===== src/rtl/instr_fetch_unit.sv =====
// Byte-serial instruction fetch: assembles 32-bit little-endian words from an 8-bit memory port.
// Optional macro FETCH_ALIGN_CHECK_EN traps misaligned redirects in a FAULT state instead of masking them.
module instr_fetch_unit #(
   parameter logic [31:0] RESET_PC   = 32'h0000_0000,
   parameter int unsigned ADDR_WIDTH = 32
) (
   input  logic                  clk,
   input  logic                  rst_n,
   output logic                  mem_req,
   output logic [ADDR_WIDTH-1:0] mem_addr,
   input  logic                  mem_rvalid,
   input  logic [7:0]            mem_rdata,
   output logic                  instr_valid,
   input  logic                  instr_ready,
   output logic [31:0]           instr_data,
   output logic [ADDR_WIDTH-1:0] instr_pc,
   input  logic                  redirect_valid,
   input  logic [ADDR_WIDTH-1:0] redirect_pc,
   output logic                  fetch_fault
);

`ifdef FETCH_ALIGN_CHECK_EN
   typedef enum logic [1:0] {FETCH, HOLD, FAULT} state_t;
`else
   typedef enum logic {FETCH, HOLD} state_t;
`endif

   state_t                state;
   state_t                state_next;
   logic [ADDR_WIDTH-1:0] pc;
   logic [1:0]            byte_idx;
   logic [ADDR_WIDTH-1:0] redirect_target;
   logic                  redirect_misaligned;
   logic                  capture;
   logic                  accept;

`ifdef FETCH_ALIGN_CHECK_EN
   assign redirect_target     = redirect_pc;
   assign redirect_misaligned = |redirect_pc[1:0];
`else
   logic unused_redirect_low;
   assign unused_redirect_low = ^redirect_pc[1:0];
   assign redirect_target     = {redirect_pc[ADDR_WIDTH-1:2], 2'b00};
   assign redirect_misaligned = 1'b0;
`endif

   // A redirect in the same cycle suppresses both byte capture and the pc+4 step.
   assign capture = (state == FETCH) && mem_rvalid && !redirect_valid;
   assign accept  = (state == HOLD) && instr_ready && !redirect_valid;

   always_ff @(posedge clk or negedge rst_n) begin
      if (!rst_n) begin
         state <= FETCH;
      end else begin
         state <= state_next;
      end
   end

   always_comb begin
      state_next  = state;
      mem_req     = 1'b0;
      instr_valid = 1'b0;
      fetch_fault = 1'b0;
      if (redirect_valid) begin
`ifdef FETCH_ALIGN_CHECK_EN
         state_next = redirect_misaligned ? FAULT : FETCH;
`else
         state_next = FETCH;
`endif
      end else begin
         case (state)
            FETCH: if (mem_rvalid && (byte_idx == 2'd3)) state_next = HOLD;
            HOLD:  if (instr_ready) state_next = FETCH;
            default: state_next = state;
         endcase
      end
      // Reset forces the state to FETCH, so rst_n gates the request directly.
      mem_req     = rst_n && (state == FETCH);
      instr_valid = (state == HOLD);
`ifdef FETCH_ALIGN_CHECK_EN
      fetch_fault = (state == FAULT);
`endif
   end

   assign mem_addr = pc + {{(ADDR_WIDTH-2){1'b0}}, byte_idx};

   always_ff @(posedge clk or negedge rst_n) begin
      if (!rst_n) begin
         pc         <= ADDR_WIDTH'(RESET_PC);
         byte_idx   <= '0;
         instr_data <= '0;
         instr_pc   <= '0;
      end else if (redirect_valid) begin
         pc       <= redirect_target;
         byte_idx <= '0;
      end else if (capture) begin
         instr_data[{byte_idx, 3'b000} +: 8] <= mem_rdata;
         byte_idx                            <= byte_idx + 2'd1;
         if (byte_idx == 2'd3) begin
            instr_pc <= pc;
         end
      end else if (accept) begin
         pc <= pc + ADDR_WIDTH'(4);
      end
   end

endmodule

===== config.mk =====
export PLATFORM = sky130hd
export DESIGN_NAME = instr_fetch_unit
export DESIGN_NICKNAME = d
export VERILOG_FILES = /design/src/rtl/instr_fetch_unit.sv
export SDC_FILE = /design/constraint.sdc
export NUM_CORES = 1
export LEC_CHECK = 0
export BUFFER_PORTS_ARGS = -buffer_cell sky130_fd_sc_hd__buf_4
export CORE_MARGIN = 4
export CORE_UTILIZATION = 50
export CTS_BUF_LIST = sky130_fd_sc_hd__clkbuf_4
export CTS_CLUSTER_DIAMETER = 120
export DETAILED_ROUTE_END_ITERATION = 8
export HOLD_SLACK_MARGIN = 0.12
export PLACE_DENSITY = 0.78
export RECOVER_POWER = 25
export REMOVE_ABC_BUFFERS = 1
export SLEW_MARGIN = 40
export SYNTH_ARGS = -nofsm -noshare
export SYNTH_HDL_FRONTEND = slang
export SYNTH_SLANG_ARGS = --single-unit

===== constraint.sdc =====
create_clock -name clk -period 2.6 [get_ports clk]
set_input_delay 0.26 -clock clk [delete_from_list [all_inputs] [get_ports clk]]
set_output_delay 0.26 -clock clk [all_outputs]
set_load 0.02 [all_outputs]

=== After elaboration in Yosys (flattened, before gate mapping) ===
Cells that the tools add are included.

* Output and inout port bits: 99
* Register bits after elaboration: 99

* Shifts and indexed selects: 2
* Equality and inequality tests: 2
* Muxes and demuxes: 10
* Add/subtract/negate cells: 4
* Bitwise logic cells: 2
* Reductions and logical operators: 12

{| class="wikitable"
|+ Operator list
! operator !! count
|-
| two-way mux 32 bit || 3
|-
| adder 32 x 2 -> 32 bit || 1
|-
| adder 32 x 3 -> 32 bit (second input constant) || 1
|-
| bitwise mux 32 bit || 1
|-
| variable shift 8 x 7 -> 32 bit (first input constant) || 1
|-
| variable part select 8 x 7 -> 32 bit || 1
|-
| negation 5 -> 7 bit || 1
|-
| logical AND 1 bit || 6
|-
| two-way mux 2 bit || 2
|-
| AND reduction 2 bit || 2
|-
| nonzero test 2 bit || 2
|-
| two-way mux 1 bit || 3
|-
| AND reduction 3 bit || 1
|-
| adder 2 x 1 -> 2 bit (second input constant) || 1
|-
| == test 2 bit (second input constant) || 1
|-
| inequality test 2 bit (second input constant) || 1
|-
| NOT 1 bit || 2
|-
| one-hot mux 1 bit (2 select lines) || 1
|-
| zero test 1 bit || 1
|}

=== Logic depth before layout (Yosys ltp) ===
* Depth after elaboration: 5
* Depth in mapped cells: 7
* Depth with buffers taken out: 5

=== Least setup slack after synthesis ===
Ideal clock, no wire load.

* Path type: register to register
* From: register state (netlist: instr_valid)
* To: register pc[28]
* Stages on the path, launching flop included: 7
* Path slack: 714 ps
* Clock period less this slack: 1,886 ps
* Arrival: 1,804 ps
* Cell sequence: dfrtp_1 -> buf_4 -> and4_1 -> clkbuf_2 -> nand4_1 -> or4_1 -> a31oi_1

* Word-level cells in the longest chain between the ends: 5
* Elaborated cells between the ends (all ways): 8
* Classes of those cells: 1 x eq/ne; 1 x bitwise; 6 x reduce/logical

{| class="wikitable"
|+ RTL lines
! item !! line !! source
|-
| start: declaration || 28 || <nowiki>state_t state;</nowiki>
|-
| start signal: assignment || 55 || <nowiki>state <= state_next;</nowiki>
|-
| NOT 1 bit || n/a ||
|-
| logical AND 1 bit (2 in a row) || 48 || <nowiki>assign capture = (state == FETCH) && mem_rvalid && !redirect_valid;</nowiki>
|-
| inequality test 2 bit (no line) || n/a ||
|-
| AND reduction 2 bit (no line) * || n/a ||
|-
| end signal: assignment || 89 || <nowiki>pc <= ADDR_WIDTH'(RESET_PC);</nowiki>
|-
| end signal: assignment || 94 || <nowiki>pc <= redirect_target;</nowiki>
|-
| end signal: assignment || 103 || <nowiki>pc <= pc + ADDR_WIDTH'(4);</nowiki>
|-
| end: declaration || 30 || <nowiki>logic [ADDR_WIDTH-1:0] pc;</nowiki>
|}

Every way passes the cells marked *; elsewhere a longest branch is shown, timed or not.
A chain may end at the register's enable or synchronous reset.

=== Worst setup path after layout ===
* From: register pc[7]
* To: register pc[18]

* Word-level cells in the longest chain between the ends: 4

{| class="wikitable"
|+ RTL lines
! item !! line !! source
|-
| adder 32 x 3 -> 32 bit || 103 ||
|-
| two-way mux 32 bit || 102 || <nowiki>end else if (accept) begin</nowiki>
|-
| two-way mux 32 bit || 96 || <nowiki>end else if (capture) begin</nowiki>
|-
| two-way mux 32 bit || 93 || <nowiki>end else if (redirect_valid) begin</nowiki>
|}

No other way between the ends. The select of a mux whose other input is x is not followed.

==> impl_metrics.json <==
{
  "outcome": "complete, no violations",
  "relSlewSlack_pct": 21.4,
  "synthToLayoutAreaGrowth_pct": 33.2,
  "cp.arrival_ns": 2.41,
  "first_pass_iters": 4,
  "p_comb_share_pct": 26.6,
  "startpoint_type": "flip-flop",
  "cts_sinks": 95,
  "tightest_slew_ns": 1.18,
  "gp_congestion": 0.804,
  "min_period_ns": 2.06,
  "cts_buffers": 9,
  "critPathMaxFanout": 28,
  "switching_share_pct": 32.4,
  "clk_path_buf_depth": 2,
  "chipHeight_um": 104,
  "pwr_density_cell_nw_per_um2": 609,
  "timing.rr.end": "pc[18]",
  "grt_pass1_vias": 4031,
  "startpoint": "pc[7]",
  "ios": 144,
  "cp-endpoint": "pc[18]",
  "clock-root-buffer": "clkbuf_4",
  "htree_levels": 3,
  "vias": 3959,
  "max-cap-violations": 0,
  "finClkSkew_ns": 0.0195,
  "path_class": "flip-flop to flip-flop",
  "multiInputGateArea_um2": 1920,
  "hold_viol_final": 0,
  "die_w_um": 104,
  "hp-class": "input pin to flip-flop",
  "fin_area_um2": 6110,
  "ant_nets": 0,
  "gr-total-overflow": 0,
  "wl_per_cell_um": 16.1,
  "mappedNetlistArea_um2": 4590,
  "switching_power_uw": 1210,
  "diodes": 0,
  "drt_wl_total_mm": 11.8,
  "register_area_um2": 2380,
  "antenna_found_initial": 0,
  "final_common_cell": "buf_4",
  "worst_setup_path_end_kind": "flip-flop",
  "nFillCells": 678,
  "insertion_delay_ns": 0.43,
  "r2r_slack_ns": 0.54,
  "grt_pass1_wl_mm": 19.8,
  "tns_ns": 0,
  "fmax_mhz": 486,
  "initial_core_util_pct": 52.1,
  "dpl-instance-area_um2": 5570,
  "synth-seq-cells": 95,
  "setup-violations-final": 0,
  "ir_drop_uv": 285,
  "grt_usage_pct": 22.1,
  "final_cell_mix": "146 x buf_4, 96 x nand2_1, 95 x dfrtp_1",
  "io_buffers": 138,
  "r2r-start": "pc[7]",
  "first_iter_violations": 194,
  "viasPerCell": 5.42,
  "die_area_um2": 10800,
  "grt_max_degree": 49,
  "crit_required_ns": 2.96,
  "yosysUniqueCellTypes": 38,
  "reg2reg_depth": 4,
  "dp_hpwl_mm": 8.28,
  "synth_area_per_cell_um2": 9.65,
  "route.detailed.drc": 0,
  "intPower_uw": 2520,
  "clk_pin_slew_worst_paths_ns": 0.16,
  "p_seq_share_pct": 48.5,
  "finalNetCount": 668,
  "coreArea_um2": 8810,
  "post_cts_buffers": 0,
  "final_layout_size_suffix_gt1_share_pct": 32.6,
  "cts_tree": "done",
  "rsz0062_at_grt": "no",
  "rows": 34,
  "yosysWarnings": 0,
  "leakagePower_uw": 0.00285,
  "power_frac_clock_pct": 24.8,
  "slew_viol_final": 0,
  "ys_seq_area_share_pct": 51.8,
  "fin_crit_sh_pct": 79.1,
  "synth_cells": 475
}
==> power groups by stage <==
stage               clock network (µW)  logic, µW  registers, µW
floorplan                            0        250           2030
global placement                     0        931           1820
detailed placement                   0        952           1830
CTS                                945        999           1800
global route                      1000       1070           1830
finish                             925        992           1810
==> flip-flops by register name, indices dropped and copies added, names as in the netlist <==
name,flops
instr_data,32
instr_pc,30
pc,30
byte_idx,2
instr_valid,1
==> timing repair <==
action | CTS | global route
gates resized for setup | 0 | 0
hold buffers | 38 | 0
endpoints found under the hold margin | 155 | 0
==> cell usage after synthesis <==
library cell | number | area [µm²]
buf_4 | 4 | 30.0
mux2_2 | 29 | 327
or4_1 | 16 | 120
inv_1 | 5 | 18.8
o21ai_0 | 47 | 235
mux2i_1 | 1 | 10.0
clkbuf_2 | 1 | 5.00
dfrtp_1 | 95 | 2380
xnor2_1 | 2 | 17.5
and3_2 | 3 | 22.5
o211ai_1 | 5 | 37.5
nor3b_1 | 4 | 30.0
a21oi_1 | 3 | 15.0
nand2b_1 | 1 | 6.26
nor3_1 | 2 | 10.0
and3_1 | 2 | 12.5
clkbuf_8 | 2 | 27.5
and4_1 | 6 | 52.6
and2_1 | 1 | 6.26
nand3_4 | 1 | 17.5
a22o_1 | 1 | 8.76
a31oi_1 | 15 | 93.8
or3_2 | 2 | 15.0
nand2_1 | 97 | 364
buf_2 | 3 | 15.0
nand4_1 | 11 | 68.8
nor2b_1 | 3 | 18.8
nand3_1 | 15 | 75.1
ha_1 | 6 | 75.1
conb_1 | 1 | 3.75
and4_2 | 2 | 20.0
dlygate4sd1_1 | 2 | 17.5
nand4b_1 | 1 | 8.76
buf_6 | 2 | 22.5
clkbuf_1 | 44 | 165
xor2_1 | 8 | 70.1
o31ai_1 | 12 | 90.1
nor2_1 | 20 | 75.1
==> metal layers <==
metal  routed length [µm]  global-route usage [%]  part of all wire [%]  vias up
met5                    0                       0                     0        -
met4                  277                    8.07                   2.4        0
met3                  713                    4.54                   6.1       21
met2                 5700                    37.8                    48      127
met1                 5090                    27.7                    43     1895
li1                     -                       -                     -     1916
==> worst min-delay path by stage <==
stage	from	to	slack [ns]	depth (start not counted)
after floorplan	rst_n	byte_idx[0]	-0.04	0
after global placement	rst_n	byte_idx[1]	0.41	2
after detailed placement	rst_n	instr_pc[4]	0.42	2
after CTS	instr_ready	instr_valid	0.13	3
after global routing	instr_ready	instr_valid	0.15	3
final	instr_ready	instr_valid	0.15	3
==> worst max-delay path, cell delays in order (launching register included) <==
cell and delay (ns):
dfrtp_1 0.48, and4_1 0.42, nand3_4 0.30, or4_1 0.59, a31oi_1 0.21
==> per-stage QoR <==
| step | hold slack, ns | cells | total power (µW) | setup slack, ns | util (%) |
|---|---|---|---|---|---|
| 6_report | 0.152 | 730 | 3720 | 0.544 | 69.4 |
| 5_1_grt | 0.146 | 730 | 3900 | 0.410 | 69.4 |
| 4_1_cts | 0.126 | 730 | 3750 | 0.552 | 69.5 |
| 3_5_place_dp | 0.415 | 676 | 2780 | 0.565 | 63.2 |
| 3_3_place_gp | 0.406 | 676 | 2750 | 0.658 | 63.2 |
| 2_1_floorplan | -0.0356 | 419 | 2280 | 0.308 | - |
==> kinds of logic after synthesis <==
logic type	count (synthesis)	share of synthesized area, %
simple gates	187	20.1
flops	95	51.8
compound gates	83	10.5
buf+inv	63	6.58
mux	30	7.34
xor+xnor	10	1.91
fa+ha+maj	6	1.64
other cells	1	0.0818
==> layout make-up <==
class,instances,share of cell area (%)
well taps,108,2.21
inverters,5,0.307
clock buffers,9,1.11
multi-input cells,319,31.4
clock inverters,7,1.68
flip-flops and latches,95,38.9
repair buffers,187,24.4
(Power assumes the default switching activity.)
